<file path="config.mk">
export PLATFORM = sky130hd
export DESIGN_NAME = huff_sched
export DESIGN_NICKNAME = d
export VERILOG_FILES = /design/src/rtl/huff_sched.sv
export SDC_FILE = /design/constraint.sdc
export NUM_CORES = 1
export LEC_CHECK = 0
export ABC_AREA = 1
export CORE_ASPECT_RATIO = 1.2
export CORE_MARGIN = 3
export CORE_UTILIZATION = 55
export DETAILED_ROUTE_END_ITERATION = 8
export GPL_ROUTABILITY_DRIVEN = 1
export MAX_ROUTING_LAYER = met4
export PLACE_DENSITY_LB_ADDON = 0.25
export SYNTH_ARGS = -nofsm -noshare
export SYNTH_HDL_FRONTEND = slang
export SYNTH_SLANG_ARGS = --single-unit
</file>
<file path="constraint.sdc">
create_clock -name clk -period 3.9 [get_ports clk]
set_input_delay 0.39 -clock clk [delete_from_list [all_inputs] [get_ports clk]]
set_output_delay 0.39 -clock clk [all_outputs]
set_load 0.01 [all_outputs]
</file>
<file path="src/rtl/huff_sched.sv">
// huff_sched: two-requester frame scheduler in front of a shared huffman encoder.
// Arbitrates req0/req1 round-robin, pulses core_rst to clear the encoder,
// forwards the owner's gray pixels with one cycle of latency, then waits for
// the encoder's CNT_valid/code_valid status (bounded by TIMEOUT) and reports
// completion.
//   clk, reset                    clock, async active-high reset
//   req*/px_valid*/px_data*/px_last*   requester frame and pixel inputs
//   gnt0/gnt1                     owner grant, high only while streaming
//   core_rst, gray_valid, gray_data    encoder-side control and pixel stream
//   CNT_valid, code_valid         encoder status
//   busy, done_valid, done_id, done_err   scheduler status / completion report
module huff_sched #(
  parameter logic [7:0] MAX_PIX = 8'd200,
  parameter logic [9:0] TIMEOUT = 10'd1000
) (
  input  logic       clk,
  input  logic       reset,
  input  logic       req0,
  input  logic       req1,
  input  logic       px_valid0,
  input  logic       px_valid1,
  input  logic [7:0] px_data0,
  input  logic [7:0] px_data1,
  input  logic       px_last0,
  input  logic       px_last1,
  output logic       gnt0,
  output logic       gnt1,
  output logic       core_rst,
  output logic       gray_valid,
  output logic [7:0] gray_data,
  input  logic       CNT_valid,
  input  logic       code_valid,
  output logic       busy,
  output logic       done_valid,
  output logic       done_id,
  output logic [1:0] done_err
);

  typedef enum logic [2:0] {
    IDLE      = 3'd0,
    CLR       = 3'd1,
    STREAM    = 3'd2,
    WAIT_CNT  = 3'd3,
    WAIT_CODE = 3'd4,
    DONE      = 3'd5
  } state_t;

  state_t     state, state_nxt;
  logic       owner, last_srv, served;
  logic [7:0] pix_cnt;
  logic [9:0] tmo_cnt;
  logic       ovf, tmo;

  logic       sel_valid, sel_last, winner, accept, tmo_hit, pix_end;
  logic [7:0] sel_data;

  always_comb begin
    sel_valid = owner ? px_valid1 : px_valid0;
    sel_data  = owner ? px_data1  : px_data0;
    sel_last  = owner ? px_last1  : px_last0;
    accept    = (state == STREAM) && sel_valid;
    pix_end   = sel_last || (pix_cnt + 8'd1 == MAX_PIX);
    // tmo_cnt reaches TIMEOUT on the same edge the FSM enters DONE.
    tmo_hit   = ((state == WAIT_CNT) || (state == WAIT_CODE)) &&
                (tmo_cnt + 10'd1 == TIMEOUT);
    // Before any frame has been served, requester 0 wins a tie.
    if (req0 && req1) winner = served ? ~last_srv : 1'b0;
    else              winner = req1;
  end

  always_comb begin
    state_nxt = state;
    unique case (state)
      IDLE:      if (req0 || req1) state_nxt = CLR;
      CLR:       state_nxt = STREAM;
      STREAM:    if (accept && pix_end) state_nxt = WAIT_CNT;
      WAIT_CNT:  if (tmo_hit) state_nxt = DONE;
                 else if (CNT_valid) state_nxt = WAIT_CODE;
      WAIT_CODE: if (tmo_hit || code_valid) state_nxt = DONE;
      DONE:      state_nxt = IDLE;
      default:   state_nxt = IDLE;
    endcase
  end

  always_comb begin
    gnt0       = (state == STREAM) && !owner;
    gnt1       = (state == STREAM) && owner;
    core_rst   = (state == CLR);
    busy       = (state != IDLE);
    done_valid = (state == DONE);
    done_id    = (state == DONE) && owner;
    done_err   = (state == DONE) ? {ovf, tmo} : 2'b00;
  end

  always_ff @(posedge clk or posedge reset) begin
    if (reset) begin
      state      <= IDLE;
      owner      <= 1'b0;
      last_srv   <= 1'b0;
      served     <= 1'b0;
      pix_cnt    <= '0;
      tmo_cnt    <= '0;
      ovf        <= 1'b0;
      tmo        <= 1'b0;
      gray_valid <= 1'b0;
      gray_data  <= '0;
    end else begin
      state      <= state_nxt;
      gray_valid <= accept;
      if (accept) gray_data <= sel_data;
      unique case (state)
        IDLE: if (req0 || req1) owner <= winner;
        CLR: begin
          pix_cnt <= '0;
          ovf     <= 1'b0;
          tmo     <= 1'b0;
        end
        STREAM: begin
          // Held at zero while streaming so it is clear on entry to WAIT_CNT.
          tmo_cnt <= '0;
          if (accept) begin
            pix_cnt <= pix_cnt + 8'd1;
            if (!sel_last && (pix_cnt + 8'd1 == MAX_PIX)) ovf <= 1'b1;
          end
        end
        WAIT_CNT, WAIT_CODE: begin
          tmo_cnt <= tmo_cnt + 10'd1;
          if (tmo_hit) tmo <= 1'b1;
        end
        DONE: begin
          last_srv <= owner;
          served   <= 1'b1;
        end
        default: ;
      endcase
    end
  end

endmodule

</file>
After elaboration in Yosys (flattened, before gate mapping) --
Cells that the tools add are included.
Cells by class: add/subtract/negate cells 2, multipliers 0, divide/modulo/power cells 0, magnitude comparators 0, eq/ne operators 14, shift-type cells 0, multiplexer cells 20, bitwise gates (word level) 1, reduce and logical (&&, ||, !) cells 25
Operator list (count):
- $pmux 10 s2 | 1
- $mux 8 | 2
- $pmux 8 s2 | 1
- $mux 3 | 5
- $pmux 3 s5 | 1
- $add 10x1->10 const B | 1
- $eq 10x10->1 const B | 1
- $add 8x1->8 const B | 1
- $eq 8x8->1 const B | 1
- $logic_and 1x1->1 | 8
- $ne 2x2->1 const B | 4
- $mux 1 | 7
- $eq 3x2->1 const B | 2
- $eq 3x3->1 const B | 2
- $reduce_and 2->1 | 3
- $reduce_bool 2->1 | 3
- $logic_or 1x1->1 | 4
- $ne 2x1->1 const B | 2
- $pmux 1 s2 | 2
- $reduce_and 4->1 | 1
- $eq 3x1->1 const B | 1
- $logic_not 3->1 | 1
- $ne 3x3->1 const B | 1
- $reduce_and 3->1 | 1
- other kinds (5) | 6
Storage, ports and cells: flip-flop bits (word level) 35, bits in latches 0, bits in writable memories 0, memory bits (read-only) 0, bits of input ports 26, output and inout port bits 17, memories kept 0

Depth between registers and ports, before layout --
Gate-level depths: netlist of run 1.
word-level depth 6, mapped depth 14, gate-level depth less buffers 14

Worst setup path after synthesis of run 1 --
Ideal clock, no wire load.
path type reg-to-reg, start point register tmo_cnt[0], end point register state[2], library setup time 117 ps, arrival 1531 ps, required time 3783 ps, path slack 2252 ps, cell stages (with the launch flop) 14, buffers on the path 0, cell sequence dfrtp_1 -> ha_1 -> nand2_1 -> nor2_1 -> nand2_1 -> nand3_2 -> nor2_4 -> nand2_4 -> nor2_4 -> nand2_4 -> nand2_1 -> nand3_1 -> nand2_1 -> nand2_1
Between the ends: longest elaborated chain between the ends 6, elaborated cells on any way between the ends 9, classes of those cells add/sub: 1; eq/ne: 3; mux: 2; reduce/logical: 3
RTL lines:
- from (decl) | line 51 | logic [9:0] tmo_cnt;
- from (signal assigned) | line 127 | tmo_cnt <= tmo_cnt + 10'd1;
- $add 10x1->10 * | line 65 | (tmo_cnt + 10'd1 == TIMEOUT);
- $eq 10x10->1 * | line 65
- $logic_and 1x1->1 * | line 64 | tmo_hit = ((state == WAIT_CNT) || (state == WAIT_CODE)) &&
- $logic_or 1x1->1 | line 79 | WAIT_CODE: if (tmo_hit || code_valid) state_nxt = DONE;
- $ne 2x1->1 (no source line)
- $reduce_and 4->1 (no source line)
- to (signal assigned) | line 108 | state <= state_nxt;
- to (decl) | line 48 | state_t state, state_nxt;
Every way passes the cells marked *; elsewhere a longest branch is shown, timed or not. A chain may end at the register's enable or synchronous reset.

Worst setup path after layout of run 1 --
start point register state[0], end point output port done_id
Between the ends: longest elaborated chain between the ends 2
RTL lines:
- $eq 3x3->1 | line 91 | done_id = (state == DONE) && owner;
- $logic_and 1x1->1 | line 91
- to (decl) | line 35 | output logic done_id,
No other way between the ends.

==> results of run 1 <==
critical path: stages, from the launching register on:
cell                              delay (ps)
sky130_fd_sc_hd__dfrtp_1                 450
sky130_fd_sc_hd__inv_1                    80
sky130_fd_sc_hd__nor3_1                  340
sky130_fd_sc_hd__inv_1                   130
sky130_fd_sc_hd__nor2_1                  130
sky130_fd_sc_hd__clkdlybuf4s50_1         560
power by group:
group | switching [W] | leakage, nW | internal, W
clock | 0.000128 | 0.0422 | 0.000125
combinational | 0.000376 | 0.705 | 0.000285
sequential | 0.000106 | 0.453 | 0.000470
final cells by class:
cell class	instances	area (sq um)	share of cell area
clock buffer	7	76.32	0.02868
tap	52	65.06	0.02445
inverter	39	146.4	0.05501
timing repair buffer	43	427.9	0.1608
sequential	35	875.8	0.3291
multi-input combinational	195	1065	0.4001
clock inverter	1	5.005	0.001881
cells in the final DEF (no fill, tap or decap), types with 2 or more instances in the layout:
| cell type | instances |
|---|---|
| sky130_fd_sc_hd__a21oi_1 | 4 |
| sky130_fd_sc_hd__o21bai_1 | 2 |
| sky130_fd_sc_hd__o22ai_1 | 7 |
| sky130_fd_sc_hd__clkbuf_1 | 2 |
| sky130_fd_sc_hd__clkbuf_8 | 5 |
| sky130_fd_sc_hd__a31oi_1 | 8 |
| sky130_fd_sc_hd__nand4_1 | 4 |
| sky130_fd_sc_hd__nand3_2 | 5 |
| sky130_fd_sc_hd__nor2_2 | 3 |
| sky130_fd_sc_hd__nand2_2 | 8 |
| sky130_fd_sc_hd__o21ai_0 | 8 |
| sky130_fd_sc_hd__nand2_1 | 71 |
| sky130_fd_sc_hd__dfrtp_1 | 35 |
| sky130_fd_sc_hd__clkdlybuf4s50_1 | 42 |
| sky130_fd_sc_hd__o32ai_1 | 2 |
| sky130_fd_sc_hd__o21ai_1 | 3 |
| sky130_fd_sc_hd__inv_2 | 4 |
| sky130_fd_sc_hd__nand3_1 | 19 |
| sky130_fd_sc_hd__nand2_4 | 3 |
| sky130_fd_sc_hd__ha_1 | 3 |
| sky130_fd_sc_hd__nor2_4 | 6 |
| sky130_fd_sc_hd__inv_1 | 34 |
| sky130_fd_sc_hd__nor2_1 | 25 |
| sky130_fd_sc_hd__or2_2 | 2 |
| sky130_fd_sc_hd__nor3_1 | 4 |
path summary, 6_finish.rpt:
check,startpoint,to,slack [ps],cells past startpoint
setup / recovery,state[0],done_id,1530,5
hold / removal,served,served,480,1
setup reg to reg,tmo_cnt[0],state[2],1950,12
hold reg to reg,served,served,480,1
max in group asynchronous,reset,last_srv,3080,3
min in group asynchronous,reset,pix_cnt[5],500,3
flip-flops by register name, indices dropped and copies added (netlist names):
register and count:
gray_data 8, owner 1, state 3, pix_cnt 8, gray_valid 1, served 1
ovf 1, last_srv 1, tmo_cnt 10, tmo 1
routing by layer:
layer / vias to the layer above / wire (um) / global-route usage
li1: 974 / - / -
met1: 887 / 1881 / 0.2449
met2: 50 / 2450 / 0.3839
met3: 14 / 214 / 0.04893
met4: 0 / 144 / 0.1569
met5: - / 0 / -
cell families (layout without fill, tap and decap cells):
kind of cell | after synthesis | after routing | share of synthesized area
flip-flops | 35 | 35 | 0.4157
AO/OA/AOI/OAI | 37 | 37 | 0.1110
XOR/XNOR | 1 | 1 | 0.007722
multiplexers | 1 | 1 | 0.004751
adder cells (fa/ha/maj) | 3 | 3 | 0.01782
AND/OR/NAND/NOR | 153 | 153 | 0.3640
buffers and inverters | 43 | 90 | 0.07897
metrics by stage:
step	hold slack (ps)	power (W)	instance area (sq um)
after floorplan	439.9	0.0009920	2107
after global placement	466.9	0.001225	2580
after detailed placement	456.2	0.001245	2580
after CTS	474.2	0.001498	2661
after global routing	493.7	0.001608	2661
final	483.6	0.001490	2661
==> flow_summary.ini, run 1 <==
[outcome]
status = finished clean

[floorplanning]
dieArea_sq_um = 4613
effective_utilization_at_floorplan = 0.5751
floorplan.die.width_um = 62.50
die_y_um = 73.80
design.portCount = 43
design.core.area_sq_um = 3664
rows = 24

[sta]
timing_max_transition_violations_final = 0
setup_viol_count_final = 0
rsz_0062_raised_after_global_routing = false
tightestPinTransition_ps = 558.8
finClkSkew_ps = 9.602
period_minus_slack_ps = 2366
clock.fmax_mhz = 422.6
worst_slew_margin_rel = 0.6246
final.period_utilization = 0.6067
setup_slack_ps = 1534
fin_setup_tns_ps = 0
hold_viol_final = 0

[synthesis]
synth_top_cells_by_count = sky130_fd_sc_hd__nand2_1, sky130_fd_sc_hd__dfrtp_1, sky130_fd_sc_hd__inv_1, sky130_fd_sc_hd__nor2_1, sky130_fd_sc_hd__nand3_1
cell_with_the_most_instances_after_synthesis = sky130_fd_sc_hd__nand2_1
post_synth_num_cell_types = 34
synthDominantCellAreaShare = 0.4157
yosys_warnings = 0
synth_sequential_area_ratio = 0.4157
postSynthRegisterBits = 35
post-synth-top-area-cell = sky130_fd_sc_hd__dfrtp_1
synthesis.area_sq_um = 2107
async_reset_ff_frac = 1.000
synthTopCellsByArea = sky130_fd_sc_hd__dfrtp_1, sky130_fd_sc_hd__nand2_1, sky130_fd_sc_hd__inv_1, sky130_fd_sc_hd__nand3_1, sky130_fd_sc_hd__nor2_1
synth.net_count = 302
ys.flop_type = sky130_fd_sc_hd__dfrtp_1
synthCells = 273
avgSynthCellArea_sq_um = 7.718
synth_enable_flop_cells = 0

[drt]
route.detailed.vias_per_inst = 5.175
wl_mm = 4.691
number_of_iterations_in_the_first_detailed_routing_pass = 4
drt_iter0_markers = 74
drc_errors = 0
drt.antenna.violating_nets = 0
routed_wire_length_per_instance_um = 12.61
total_vias_in_the_final_route = 1925

[layout]
areaGrowthSynthToFinish_pct = 26.31
layout-drive-gt1-share = 0.1281
layout.nets = 348
final_cells = 372
filler_cell_count = 300
fin_util = 0.7264
antenna_cells = 0

[global_route]
grt_usage = 0.2289
first_global_vias = 1884
grt_antenna_before_repair = 0
global_route.overflow_total = 0
pin_count_of_the_biggest_net_entering_global_routing = 36
grt_pass1_wl_mm = 7.962

[worst_setup_path]
critPathRequiredTime_ps = 3510
worst-endpoint-arrival_ps = 1980
cp_startpoint_kind = flip-flop
criticalPathCategory = reg -> out
setup.worst_path.end_class = output pin
cp_max_fo = 5

[placed_design]
place.gp.congestion = 0.9044
dp_slack_ps = 1861
dp_cells = 364
dpl.hpwl_mm = 3.556
io_buffers = 42

[clocking]
count_of_hold_fix_buffers_inserted_at_cts = 0
clock_insertion_delay_worst_skew_ps = 290
clk_root_buffer_cell = sky130_fd_sc_hd__clkbuf_8
htree_levels = 2
clk_path_buf_depth = 2
cts.repair.resized = 0
clock_tree_from_tritoncts = built
total_setup_buffers_inserted_after_cts = 0
worst_setup_hold_path_clk_slew_ps = 60
inserted_clock_buffers = 5
cts_num_sinks = 35

[pwr]
powerDensity_nw_per_um2 = 559.8
irDropWorstVdd_mv = 0.3327
p_leak_nw = 1.200

[worst_hold_path]
timing.hold.worst.class = reg -> reg

[run]
max_cap_violations = 0
No activity file was read; power rests on OpenSTA's default activity.
==> run 2, diff against run 1 <==
--- a/config.mk
+++ b/config.mk
@@ -8,7 +8,7 @@
 export ABC_AREA = 1
 export CORE_ASPECT_RATIO = 1.2
 export CORE_MARGIN = 3
-export CORE_UTILIZATION = 55
+export CORE_UTILIZATION = 51
 export DETAILED_ROUTE_END_ITERATION = 8
 export GPL_ROUTABILITY_DRIVEN = 1
 export MAX_ROUTING_LAYER = met4
==> constraint.sdc (replaced) <==
create_clock -name clk -period 2.4 [get_ports clk]
set_input_delay 0.24 -clock clk [delete_from_list [all_inputs] [get_ports clk]]
set_output_delay 0.24 -clock clk [all_outputs]
set_load 0.01 [all_outputs]
==> run 2 against run 1 <==
Net effect:
- wire length up 7.1%
- critical path type unchanged
- total power increased by 65%
- final area increased by 0.56%
- register-to-register slack got worse by 1500 ps
- global-route usage decreased by 0.39 points
- core utilization fell by 2.5 points
- count of clock-buffer cells in the layout is 2 lower
==> flow_summary.ini, run 2 (same netlist as run 1, synthesis figures left out) <==
[drt]
drt.antenna.violating_nets = 0
total_vias_in_the_final_route = 1953
route.detailed.vias_per_inst = 5.236
routed_wire_length_per_instance_um = 13.46
drt_iter0_markers = 132
number_of_iterations_in_the_first_detailed_routing_pass = 4
wl_mm = 5.022
drc_errors = 0

[layout]
final_common_cell = sky130_fd_sc_hd__nand2_1
filler_cell_count = 317
areaGrowthSynthToFinish_pct = 27.02
largest_register_ffs = 10
fin_util = 0.7018
reg.largest.list = tmo_cnt: 10 flops, gray_data: 8 flops, pix_cnt: 8 flops
final_cells = 373
layout.nets = 349
layout-drive-gt1-share = 0.1402
antenna_cells = 0
largest_register = tmo_cnt
layout.cells.most_common_list = sky130_fd_sc_hd__nand2_1, sky130_fd_sc_hd__clkdlybuf4s50_1, sky130_fd_sc_hd__dfrtp_1

[worst_setup_path]
setup.worst_path.end_class = output pin
cp_max_fo = 13
cp_startpoint_kind = flip-flop
worst-endpoint-arrival_ps = 1950
criticalPathCategory = reg -> out
critPathRequiredTime_ps = 2160

[global_route]
grt_usage = 0.2250
grt_pass1_wl_mm = 8.411
grt_antenna_before_repair = 0
first_global_vias = 1874
pin_count_of_the_biggest_net_entering_global_routing = 36
global_route.overflow_total = 0

[pwr]
power_frac_seq = 0.384
power.net_switching_w = 0.001019
powerDensity_nw_per_um2 = 917.0
combPwrFrac = 0.442
irDropWorstVdd_mv = 0.5551
swShare = 0.4153
p_leak_nw = 1.212
intPower_w = 0.001435
power.clock.fraction = 0.173

[sta]
hold_viol_final = 0
finClkSkew_ps = 5.324
fin_setup_tns_ps = 0
period_minus_slack_ps = 2190
timing_max_transition_violations_final = 0
clock.fmax_mhz = 456.6
tightestPinTransition_ps = 538.9
setup_viol_count_final = 0
rsz_0062_raised_after_global_routing = false
worst_slew_margin_rel = 0.6380
final.period_utilization = 0.9125

[clocking]
clk_path_buf_depth = 2
worst_setup_hold_path_clk_slew_ps = 70
clock_tree_from_tritoncts = built
clk_root_buffer_cell = sky130_fd_sc_hd__clkbuf_8
clock_insertion_delay_worst_skew_ps = 290
htree_levels = 2
inserted_clock_buffers = 5
cts_num_sinks = 35
total_setup_buffers_inserted_after_cts = 0

[floorplanning]
dieArea_sq_um = 4942
die_y_um = 76.41
effective_utilization_at_floorplan = 0.5525
design.portCount = 43
rows = 24
design.core.area_sq_um = 3814
floorplan.die.width_um = 64.68

[placed_design]
dpl.hpwl_mm = 3.868
io_buffers = 42
place.gp.congestion = 0.9170
dp_cells = 365

[outcome]
status = finished clean

[run]
max_cap_violations = 0

[worst_hold_path]
timing.hold.worst.class = in -> async
-- run 2: cell count changes in the layout (fill, tap and decap cells not counted), sizes merged --
cell,previous run,this run
buf,1,2
clkbuf,7,5
clkinv,2,4
-- run 2: power groups by stage --
stage / Clock (W) / Combinational (W) / Sequential [W]
finish: 0.000425 / 0.00109 / 0.000944
detailed placement: 0 / 0.00109 / 0.000949
global route: 0.000457 / 0.00122 / 0.000971
CTS: 0.000434 / 0.00110 / 0.000939
global placement: 0 / 0.00106 / 0.000939
floorplan: 0 / 0.000676 / 0.000936
-- run 2: critical path: stages (launching register included) --
cell	delay, ps
sky130_fd_sc_hd__dfrtp_1	610
sky130_fd_sc_hd__inv_1	300
sky130_fd_sc_hd__nor2_1	190
sky130_fd_sc_hd__clkdlybuf4s50_1	550
-- run 2: final timing paths --
path / from / slack [ps] / cells past startpoint / end
worst max-delay path: owner / 210 / 3 / done_id
worst min-delay path: reset / 330 / 3 / pix_cnt[3]
worst max register to register: owner / 470 / 5 / pix_cnt[4]
worst min register to register: served / 480 / 1 / served
max in group asynchronous: reset / 1750 / 3 / last_srv
min in group clk: served / 480 / 1 / served
-- run 2: cell type report --
| cell class | instances | area, sq um | area share |
|---|---|---|---|
| Timing Repair Buffer | 44 | 435.4 | 0.1627 |
| Clock buffer | 5 | 68.82 | 0.02571 |
| Clock inverter | 3 | 15.01 | 0.005610 |
| Sequential cell | 35 | 875.8 | 0.3273 |
| Multi-Input combinational cell | 195 | 1070 | 0.3997 |
| Tap cell | 52 | 65.06 | 0.02431 |
| Inverter | 39 | 146.4 | 0.05470 |
-- run 2: per-stage QoR --
| stage | hold WS (ps) | setup slack, ps | area (sq um) | total power [W] |
|---|---|---|---|---|
| 3_3_place_gp | 466.0 | 532.4 | 2587 | 0.002003 |
| 6_report | 334.3 | 210.0 | 2676 | 0.002454 |
| 3_5_place_dp | 462.5 | 471.3 | 2587 | 0.002042 |
| 5_1_grt | 395.0 | 106.4 | 2676 | 0.002649 |
| 4_1_cts | 350.8 | 145.3 | 2671 | 0.002471 |
| 2_1_floorplan | 389.9 | 752.4 | 2107 | 0.001612 |
-- run 2: per-layer routing --
| metal | GRT usage | wire length [um] | vias up |
|---|---|---|---|
| li1 | - | - | 974 |
| met1 | 0.2521 | 2037 | 919 |
| met2 | 0.3822 | 2629 | 49 |
| met3 | 0.05162 | 234 | 11 |
| met4 | 0.09091 | 119 | 0 |
| met5 | - | 0 | - |
-- run 2: timing repair --
item / in CTS / in global routing
endpoints found under the hold margin: 0 / 0
hold buffers: 0 / 0
setup endpoints to repair: 0 / 3
resized for setup: 0 / 1
==> run 3, diff against run 2 <==
--- a/config.mk
+++ b/config.mk
@@ -13,6 +13,7 @@
 export GPL_ROUTABILITY_DRIVEN = 1
 export MAX_ROUTING_LAYER = met4
 export PLACE_DENSITY_LB_ADDON = 0.25
+export SLEW_MARGIN = 15
 export SYNTH_ARGS = -nofsm -noshare
 export SYNTH_HDL_FRONTEND = slang
 export SYNTH_SLANG_ARGS = --single-unit
==> results of run 3 <==
Same layout as run 2: the final DEF is identical, and so are final timing and power.
